==> src/rtl/mem_access_pkg.sv <==
// Shared constants for the load/store front-end: access size codes, FSM state
// encoding and byte-lane count.
package mem_access_pkg;

   localparam int unsigned LANES = 4;

   localparam logic [1:0] SZ_BYTE = 2'b00;
   localparam logic [1:0] SZ_HALF = 2'b01;
   localparam logic [1:0] SZ_WORD = 2'b10;
   localparam logic [1:0] SZ_RSVD = 2'b11;

   localparam logic [2:0] ST_IDLE   = 3'd0;
   localparam logic [2:0] ST_LOAD   = 3'd1;
   localparam logic [2:0] ST_RMW_RD = 3'd2;
   localparam logic [2:0] ST_WRITE  = 3'd3;
   localparam logic [2:0] ST_RESP   = 3'd4;

endpackage

==> src/rtl/mem_lane_mux.sv <==
// Little-endian byte-lane steering: merges sub-word store data into an old
// word and extracts/extends sub-word load data.
module mem_lane_mux
   import mem_access_pkg::*;
#(
   parameter int DW = 32
) (
   input  logic [DW-1:0] old_word,
   input  logic [DW-1:0] wdata,
   input  logic [1:0]    size,
   input  logic [1:0]    lane,
   input  logic          is_unsigned,
   input  logic [DW-1:0] rd_word,
   output logic [DW-1:0] merged,
   output logic [DW-1:0] rdata
);

   logic [7:0]  byte_sel;
   logic [15:0] half_sel;

   always_comb begin
      merged = old_word;
      case (size)
         SZ_BYTE: merged[{lane, 3'b000} +: 8] = wdata[7:0];
         SZ_HALF: merged[{lane[1], 4'b0000} +: 16] = wdata[15:0];
         default: merged = wdata;
      endcase
   end

   always_comb begin
      byte_sel = rd_word[{lane, 3'b000} +: 8];
      half_sel = rd_word[{lane[1], 4'b0000} +: 16];
      case (size)
         SZ_BYTE: rdata = is_unsigned ? {{(DW-8){1'b0}}, byte_sel}
                                      : {{(DW-8){byte_sel[7]}}, byte_sel};
         SZ_HALF: rdata = is_unsigned ? {{(DW-16){1'b0}}, half_sel}
                                      : {{(DW-16){half_sel[15]}}, half_sel};
         default: rdata = rd_word;
      endcase
   end

endmodule

==> src/rtl/mem_access_unit.sv <==
// Load/store front-end for a word-organised RAM with combinational read.
// Define MEM_ACCESS_ALIGN_CHECK_EN to reject misaligned half/word accesses.
module mem_access_unit
   import mem_access_pkg::*;
#(
   parameter int DEPTH = 128,
   parameter int AW    = 32,
   parameter int DW    = 32
) (
   input  logic          clk,
   input  logic          reset,
   input  logic          req_valid,
   output logic          req_ready,
   input  logic          req_we,
   input  logic [1:0]    req_size,
   input  logic          req_unsigned,
   input  logic [AW-1:0] req_addr,
   input  logic [DW-1:0] req_wdata,
   output logic          resp_valid,
   output logic [DW-1:0] resp_rdata,
   output logic          resp_err,
   output logic [AW-1:0] mem_adr,
   output logic          mem_we,
   output logic [DW-1:0] mem_din,
   input  logic [DW-1:0] mem_dout
);

   localparam logic [AW:0] LIMIT = (AW+1)'(DEPTH * 4);

   logic [2:0]    state;
   logic [1:0]    lat_size;
   logic          lat_uns;
   logic [AW-1:0] lat_addr;
   logic [DW-1:0] merge_q;
   logic [DW-1:0] rdata_q;
   logic          err_q;

   logic [AW-1:0] align_addr;
   logic          bad_align;
   logic          req_err;
   logic [DW-1:0] merged;
   logic [DW-1:0] ld_data;

   always_comb begin
      align_addr = req_addr;
      if (req_size == SZ_HALF) align_addr[0]   = 1'b0;
      if (req_size == SZ_WORD) align_addr[1:0] = 2'b00;
`ifdef MEM_ACCESS_ALIGN_CHECK_EN
      bad_align = (req_size == SZ_HALF && req_addr[0]) ||
                  (req_size == SZ_WORD && req_addr[1:0] != 2'b00);
`else
      bad_align = 1'b0;
`endif
      // Full-width compare so high address bits never alias into range.
      req_err = (req_size == SZ_RSVD) || ({1'b0, req_addr} >= LIMIT) || bad_align;
   end

   // merge_q carries the store data until the RMW read overlays it on the old word.
   mem_lane_mux #(
      .DW(DW)
   ) u_lane_mux (
      .old_word    (mem_dout),
      .wdata       (merge_q),
      .size        (lat_size),
      .lane        (lat_addr[1:0]),
      .is_unsigned (lat_uns),
      .rd_word     (mem_dout),
      .merged      (merged),
      .rdata       (ld_data)
   );

   always_ff @(posedge clk) begin
      if (reset) begin
         state    <= ST_IDLE;
         lat_size <= SZ_BYTE;
         lat_uns  <= 1'b0;
         lat_addr <= '0;
         merge_q  <= '0;
         rdata_q  <= '0;
         err_q    <= 1'b0;
      end else begin
         case (state)
            ST_IDLE: begin
               if (req_valid) begin
                  lat_size <= req_size;
                  lat_uns  <= req_unsigned;
                  lat_addr <= align_addr;
                  rdata_q  <= '0;
                  err_q    <= req_err;
                  if (req_we) merge_q <= req_wdata;
                  if (req_err)                  state <= ST_RESP;
                  else if (!req_we)             state <= ST_LOAD;
                  else if (req_size == SZ_WORD) state <= ST_WRITE;
                  else                          state <= ST_RMW_RD;
               end
            end
            ST_LOAD: begin
               rdata_q <= ld_data;
               state   <= ST_RESP;
            end
            ST_RMW_RD: begin
               merge_q <= merged;
               state   <= ST_WRITE;
            end
            ST_WRITE: state <= ST_RESP;
            ST_RESP:  state <= ST_IDLE;
            default:  state <= ST_IDLE;
         endcase
      end
   end

   assign req_ready  = (state == ST_IDLE);
   assign resp_valid = (state == ST_RESP);
   assign resp_rdata = rdata_q;
   assign resp_err   = err_q;
   assign mem_adr    = {lat_addr[AW-1:2], 2'b00};
   assign mem_we     = (state == ST_WRITE) && !reset;
   assign mem_din    = merge_q;

endmodule

==> config.mk <==
export PLATFORM = sky130hd
export DESIGN_NAME = mem_access_unit
export DESIGN_NICKNAME = d
export VERILOG_FILES = /design/src/rtl/mem_access_pkg.sv /design/src/rtl/mem_lane_mux.sv /design/src/rtl/mem_access_unit.sv
export SDC_FILE = /design/constraint.sdc
export NUM_CORES = 1
export LEC_CHECK = 0
export ABC_AREA = 1
export CAP_MARGIN = 40
export CORE_MARGIN = 3
export CORE_UTILIZATION = 25
export CTS_CLUSTER_SIZE = 25
export DETAILED_ROUTE_END_ITERATION = 10
export HOLD_SLACK_MARGIN = 0.05
export MAX_ROUTING_LAYER = met4
export PLACE_DENSITY = 0.59
export SYNTH_ARGS = -nofsm -noshare
export SYNTH_HDL_FRONTEND = slang
export SYNTH_HIERARCHICAL = 1
export SYNTH_SLANG_ARGS = --single-unit
export TNS_END_PERCENT = 30
==> constraint.sdc <==
create_clock -name clk -period 2.25 [get_ports clk]
set_input_delay 0.225 -clock clk [delete_from_list [all_inputs] [get_ports clk]]
set_output_delay 0.225 -clock clk [all_outputs]
set_load 0.005 [all_outputs]
==> summary.txt, run 1 <==
Status: finished clean
Final Skew: 0.0106 ns
Final Max Slew Viols: 0
DRC: 0
Hpwl dp: 19200 um
Tot GR Track Use: 0.190
RSZ-0062 raised after global routing: false
Hold Path Depth: 3
Post-Layout Cell Count: 1514
Inst Count DP: 1497
Final GP Congestion: 0.887
Pwr/cell area: 573 mW/mm^2
Hold-fix buffers, CTS: 0
Netlist cell types: 29
WP data arrival: 1.81 ns
Setup Fix Bufs, Post-CTS: 0
Synthesized area: 0.00646 sq mm
Critical Path End Type: output pin
Total detailed-routing wirelength: 26400 um
ANT nets after route: 0
Net total in the final layout: 1286
Core ar.: 0.0253 sq mm
Final Power: 5.05 mW
Row count: 58
Max Cap Viol: 0
Drt first pass iters: 5
CTS sink cnt: 103
Initial drt markers: 637
Worst endpoint required time: 2.03 ns
Layout cells sized above 1: 0.0583
Critical path peak fanout: 4
Seq/Total Area, Yosys: 0.319
Final TNS setup: 0 ns
Main synth FF type: dfxtp_1
Biggest area consumer among synthesized cells: dfxtp_1
Crit start category: register
Net Switching: 1.66 mW
Initial core utilization: 0.256
Synth warn: 6
Io pins: 203
Port bufs: 200
Int Pwr: 3.39 mW
Final Hold Violating Endpoints: 0
Hold Crit Class: in2reg
# resized after CTS: 0
Max Freq: 492 MHz
Top-area cell type share of the netlist area: 0.319
CTS clk-pin slew, worst paths: 0.09 ns
Die width: 167 um
Maximum vdd ir drop: 0.311 mV
CTS tree: built
Switching portion of total power: 0.329
Clock power frac: 0.343
Bufs on Longest Clock Path: 2
Post-synthesis async set-or-reset flop share: 0
Initial antenna violation count: 1
H-tree Lvls: 3
Die area: 0.0278 sq mm
Crit path time final: 2.03 ns
Sequential Power Share: 0.403
Synth area leaders: dfxtp_1 32%, nand2_1 18%, nand3_1 11%
Number of flops mapped to enable cells by yosys: 0
First-pass GRT wire length: 40900 um
Average wire per standard cell: 17.5 um
Area of the multi-input gates: 0.00362 sq mm
Number of synthesized register bits: 103
Critical path class: reg2out
FILL cells: 2780
Period Utilization, post-route: 0.903
Mapped Cells: 1047
Vias after detailed routing: 7445
Avg Vias per Cell: 4.92
Combinational Power Share: 0.255
Vias in the first global route: 6854
Root Buffer Master: clkbuf_16
Sequential Area: 0.00206 sq mm
Worst skew pair latency: 0.37 ns
Worst Reg2Reg Path Length in Cells: 11
Final setup vio count: 0
CTS Buf Count: 9
Overflow after GRT: 0
Pin count of the biggest net entering global routing: 45
Avg Inst Size Synth: 6.17 sq um
Die height: 167 um
Leakage: 3.68 nW
Area Overhead vs Synth: 36.4%
Final Util: 0.349
==> critical path, stage by stage (launching register included) <==
cell	delay [ns]
dfxtp_1	0.48
nand2_1	0.12
nor3_1	0.28
clkdlybuf4s50_1	0.57
==> power groups by stage <==
stage | clock network, mW | logic (mW) | registers, mW
3_3_place_gp | 0 | 1.27 | 2.08
2_1_floorplan | 0 | 0.721 | 2.04
3_5_place_dp | 0 | 1.27 | 2.08
6_report | 1.73 | 1.29 | 2.03
4_1_cts | 1.77 | 1.28 | 2.03
5_1_grt | 1.83 | 1.42 | 2.05
==> per-layer routing <==
layer / routed length, um / GRT usage / up-vias
li1: - / - / 3676
met2: 12300 / 0.294 / 303
met3: 2020 / 0.0320 / 20
met5: 0 / - / -
met1: 11800 / 0.262 / 3446
met4: 259 / 0.0387 / 0
==> worst paths after layout <==
check | slack [ns] | from | to
worst min register to register | 0.48 | resp_rdata[2]$_SDFFE_PP0P_ | resp_rdata[2]$_SDFFE_PP0P_
worst max-delay path | 0.22 | state[0]$_SDFFE_PP0P_ | mem_we
worst min-delay path | 0.41 | req_addr[23] | lat_addr[23]$_SDFFE_PP0P_
worst max register to register | 0.23 | lat_addr[1]$_SDFFE_PP0P_ | mem_din[15]$_SDFFE_PP0P_
==> through the flow <==
stage / instance area [sq um] / hold WS [ns] / setup slack (ns)
5_1_grt: 8810 / 0.417 / 0.0180
4_1_cts: 8790 / 0.401 / 0.169
3_3_place_gp: 8480 / 0.471 / 0.185
6_report: 8810 / 0.411 / 0.218
2_1_floorplan: 6460 / 0.360 / 0.210
3_5_place_dp: 8480 / 0.477 / 0.184
==> layout by cell type (no fill, tap or decap), drive strengths merged, types with 2 or more instances in the layout <==
master,n
clkinvlp,3
ha,5
o21ai,82
a21oi,79
nand2,307
buf,27
nand4,33
o22ai,8
conb,2
clkdlybuf4s50,200
and3,9
nor3,3
dfxtp,103
nor2,113
inv,49
nand3,147
clkbuf,9
==> sequential cells by signal, indices dropped and copies added (netlist names) <==
name,count
state,3
resp_err,1
resp_rdata,32
lat_addr,32
lat_uns,1
mem_din,32
lat_size,2
==> cell type report <==
| class | count | share of cell area |
|---|---|---|
| multi-input combinational | 790 | 0.411 |
| inverter | 47 | 0.0209 |
| clock buffer | 9 | 0.0256 |
| timing repair buffer | 227 | 0.252 |
| clock inverter | 7 | 0.00980 |
| antenna | 1 | 0.000284 |
| tap | 330 | 0.0469 |
| sequential | 103 | 0.234 |
==> cells in the mapped netlist (all sizes together), types with 8 or more instances <==
library cell	instances
dfxtp	103
clkbuf	33
o22ai	8
nand3	147
buf	75
inv	46
nand2	307
nor2	113
o21ai	82
a21oi	79
nand4	33
and3	9
==> kinds of logic (layout without fill, tap and decap cells) <==
logic type	after synthesis	in the layout	synth area share
AO/OA/AOI/OAI	170	170	0.134
adder cells (fa/ha/maj)	5	5	0.00969
other	1	3	0.000581
AND/OR/NAND/NOR	613	613	0.414
buffers and inverters	155	290	0.122
flip-flops	103	103	0.319
Power figures use the tool's default switching activity.
==> run 2: changes to the inputs <==
- TNS_END_PERCENT: 30 -> default
==> results of run 2 <==
No change in the layout: final DEF, timing and power equal those of run 1.
==> edit: new RTL, config.mk and constraints of run 1 <==
Build with the macro `MEM_ACCESS_ALIGN_CHECK_EN` defined.
--- a/src/rtl/mem_access_unit.sv
+++ b/src/rtl/mem_access_unit.sv
@@ -1,5 +1,7 @@
 // Load/store front-end for a word-organised RAM with combinational read.
 // Define MEM_ACCESS_ALIGN_CHECK_EN to reject misaligned half/word accesses.
+`define MEM_ACCESS_ALIGN_CHECK_EN
+
 module mem_access_unit
    import mem_access_pkg::*;
 #(
Behaviour: not the same (a bounded check fails within 4 cycles, from zero or initial values and one cycle with reset high).
==> edit against run 1 <==
- via count up 1.3%
- sequential cell count unchanged
- wire length about the same
- clock skew is 0.0012 ns higher
- final cell count grew 3.5%
- synthesized area up 2.1%
- power fell by 5.1%
- clock power down 12%
- first-iteration DRC count increased by 7.7%
- largest power group unchanged
- worst setup slack improved by 0.019 ns
- global-route usage is 0.48 points lower
- cell area up 1.8%
==> edit: results (changes against run 1) <==
Mapped Cells=1092 (+4.3%); number of fillers in the final layout=2820 (+1.4%); Fin Clk Skew=0.01184 ns (+0.001246 ns); CTS H-tree lvls=3 (unchanged); Min Hold Slack=0.2418 ns (-0.1690 ns); all-layer global routing usage=0.1849 (-0.004780); share of layout cells above drive strength 1=0.05583 (-0.002501); largest net degree at the start of global routing=46 (+2.2%); Hold Path Origin=reset; Distinct cells, synth=29 (unchanged); # Post-CTS Setup Buffers=0 (unchanged); Synth Warn #=6 (unchanged); Vias=7542 (+1.3%); main area contributors after synthesis=dfxtp_1, nand2_1, nand3_1; crit-path max FO=5 (+1); post-route ant nets=0 (unchanged); sequential-to-total area share from yosys stat=0.3128 (-0.006545); worst-case reg-to-reg path depth=10 (-1); Inst Count DP=1550 (+3.5%); Worst Hold Depth=4 (+1); DP Wirelength=19940 um (+3.9%); Worst EP arrival=1.79 ns (-0.02 ns); number of global-route vias before repair=6974 (+1.8%); first-pass GRT wire length=40520 um (-0.90%); iteration count of the initial detailed-routing pass=5 (unchanged); Slew HR=0.6185; run status=finished, final reports clean; Port Buf Inserts=200 (unchanged); antenna violations before repair=1 (unchanged); Peak VDD IR=0.2794 mV (-10%); Inserted Clock Buffers=9 (unchanged); Worst R2R End=mem_din[26]; Hold WC Path Type=in2reg; final net count=1339 (+4.1%); Clk pin slew, worst setup/hold paths=0.07 ns (-0.02 ns); asr flop ratio synth=0 (unchanged); wire per inst=16.85 um (-3.4%); Max clock buf depth=2 (unchanged); prevailing post-synth register cell=dfxtp_1; Post-synth top cells=nand2_1, dfxtp_1, nor2_1; GPL Wtd Cong=0.9584 (+8.0%); hold endpoint=state[2]; DR vias/cell=4.813 (-2.1%); latest clock arrival within the worst-skew pair=0.36 ns; leakage power=3.700 nW (+0.57%); Initial DRC Count=686 (+7.7%); R2R Path Start=lat_addr[1]; r2r setup slk=0.26 ns (+0.03 ns); CTS Root Cell=clkbuf_16
-- edit: changes by cell type after synthesis, sizes merged, moves of 8 or more --
cell	change
a22oi	+17
nand3	-52
inv	+22
o22ai	+8
nor2	-12
and3	-9
nand2	+67
-- edit: cell families (layout without fill, tap and decap cells) --
group | count (synthesis) | after routing | synth area share
and+or+nand+nor | 620 | 620 | 0.3931
AOI/OAI and AO/OA | 185 | 185 | 0.1515
buffers and inverters | 178 | 321 | 0.1327
DFF | 103 | 103 | 0.3128
adders and majority gates | 5 | 5 | 0.009489
other | 1 | 3 | 0.0005688
-- edit: power breakdown --
group	switching [W]	internal (W)	total [W]
logic	0.000702	0.000566	0.00127
registers	0.0000854	0.00191	0.00200
clock network	0.000774	0.000752	0.00153
total	0.00156	0.00323	0.00479
-- edit: worst max-delay path by stage --
stage | slack (ns) | endpoint | depth (start not counted) | from
floorplan | 0.03 | mem_din[12] | 15 | lat_addr[1]
global placement | 0.22 | resp_rdata[12] | 9 | mem_dout[31]
global route | 0.06 | mem_we | 3 | state[1]
finish | 0.24 | mem_we | 3 | state[1]
CTS | 0.14 | mem_din[8] | 9 | lat_addr[1]
detailed placement | 0.16 | mem_din[8] | 9 | lat_addr[1]
-- edit: metrics by stage --
stage,setup WS (ns),total power (W),utilization,area [sq um]
after floorplan,0.03494,0.002712,-,6596
after global placement,0.2159,0.003296,0.3398,8681
after detailed placement,0.1605,0.003299,0.3398,8681
after CTS,0.1410,0.004846,0.3505,8954
after global routing,0.06292,0.005046,0.3509,8964
final,0.2362,0.004793,0.3509,8964
-- edit: final cells by class --
type | count | area, sq um | area share
inverter | 71 | 266.5 | 0.02973
antenna | 1 | 2.502 | 0.0002792
sequential | 103 | 2062 | 0.2300
timing repair buffer | 234 | 2277 | 0.2540
clock buffer | 9 | 225.2 | 0.02513
tap | 330 | 412.9 | 0.04606
clock inverter | 7 | 47.55 | 0.005304
multi-input combinational | 812 | 3670 | 0.4094
-- edit: layer usage --
metal | global-route usage | up-vias | routed length [um]
met5 | - | - | 0
met1 | 0.2600 | 3455 | 12480
met2 | 0.2810 | 265 | 11910
li1 | - | 3799 | -
met3 | 0.02818 | 23 | 1627
met4 | 0.04127 | 0 | 393
-- edit: repair_timing --
item | in CTS | in global routing
hold endpoints to repair | 0 | 0
setup endpoints to repair | 0 | 10
gates resized for setup | 0 | 2
hold buffers | 0 | 0
-- edit: worst max-delay path, cell delays in order (launching register included) --
cell and delay, ns:
dfxtp_1 0.46, clkinv_1 0.15, nor3_1 0.24, clkdlybuf4s50_1 0.58
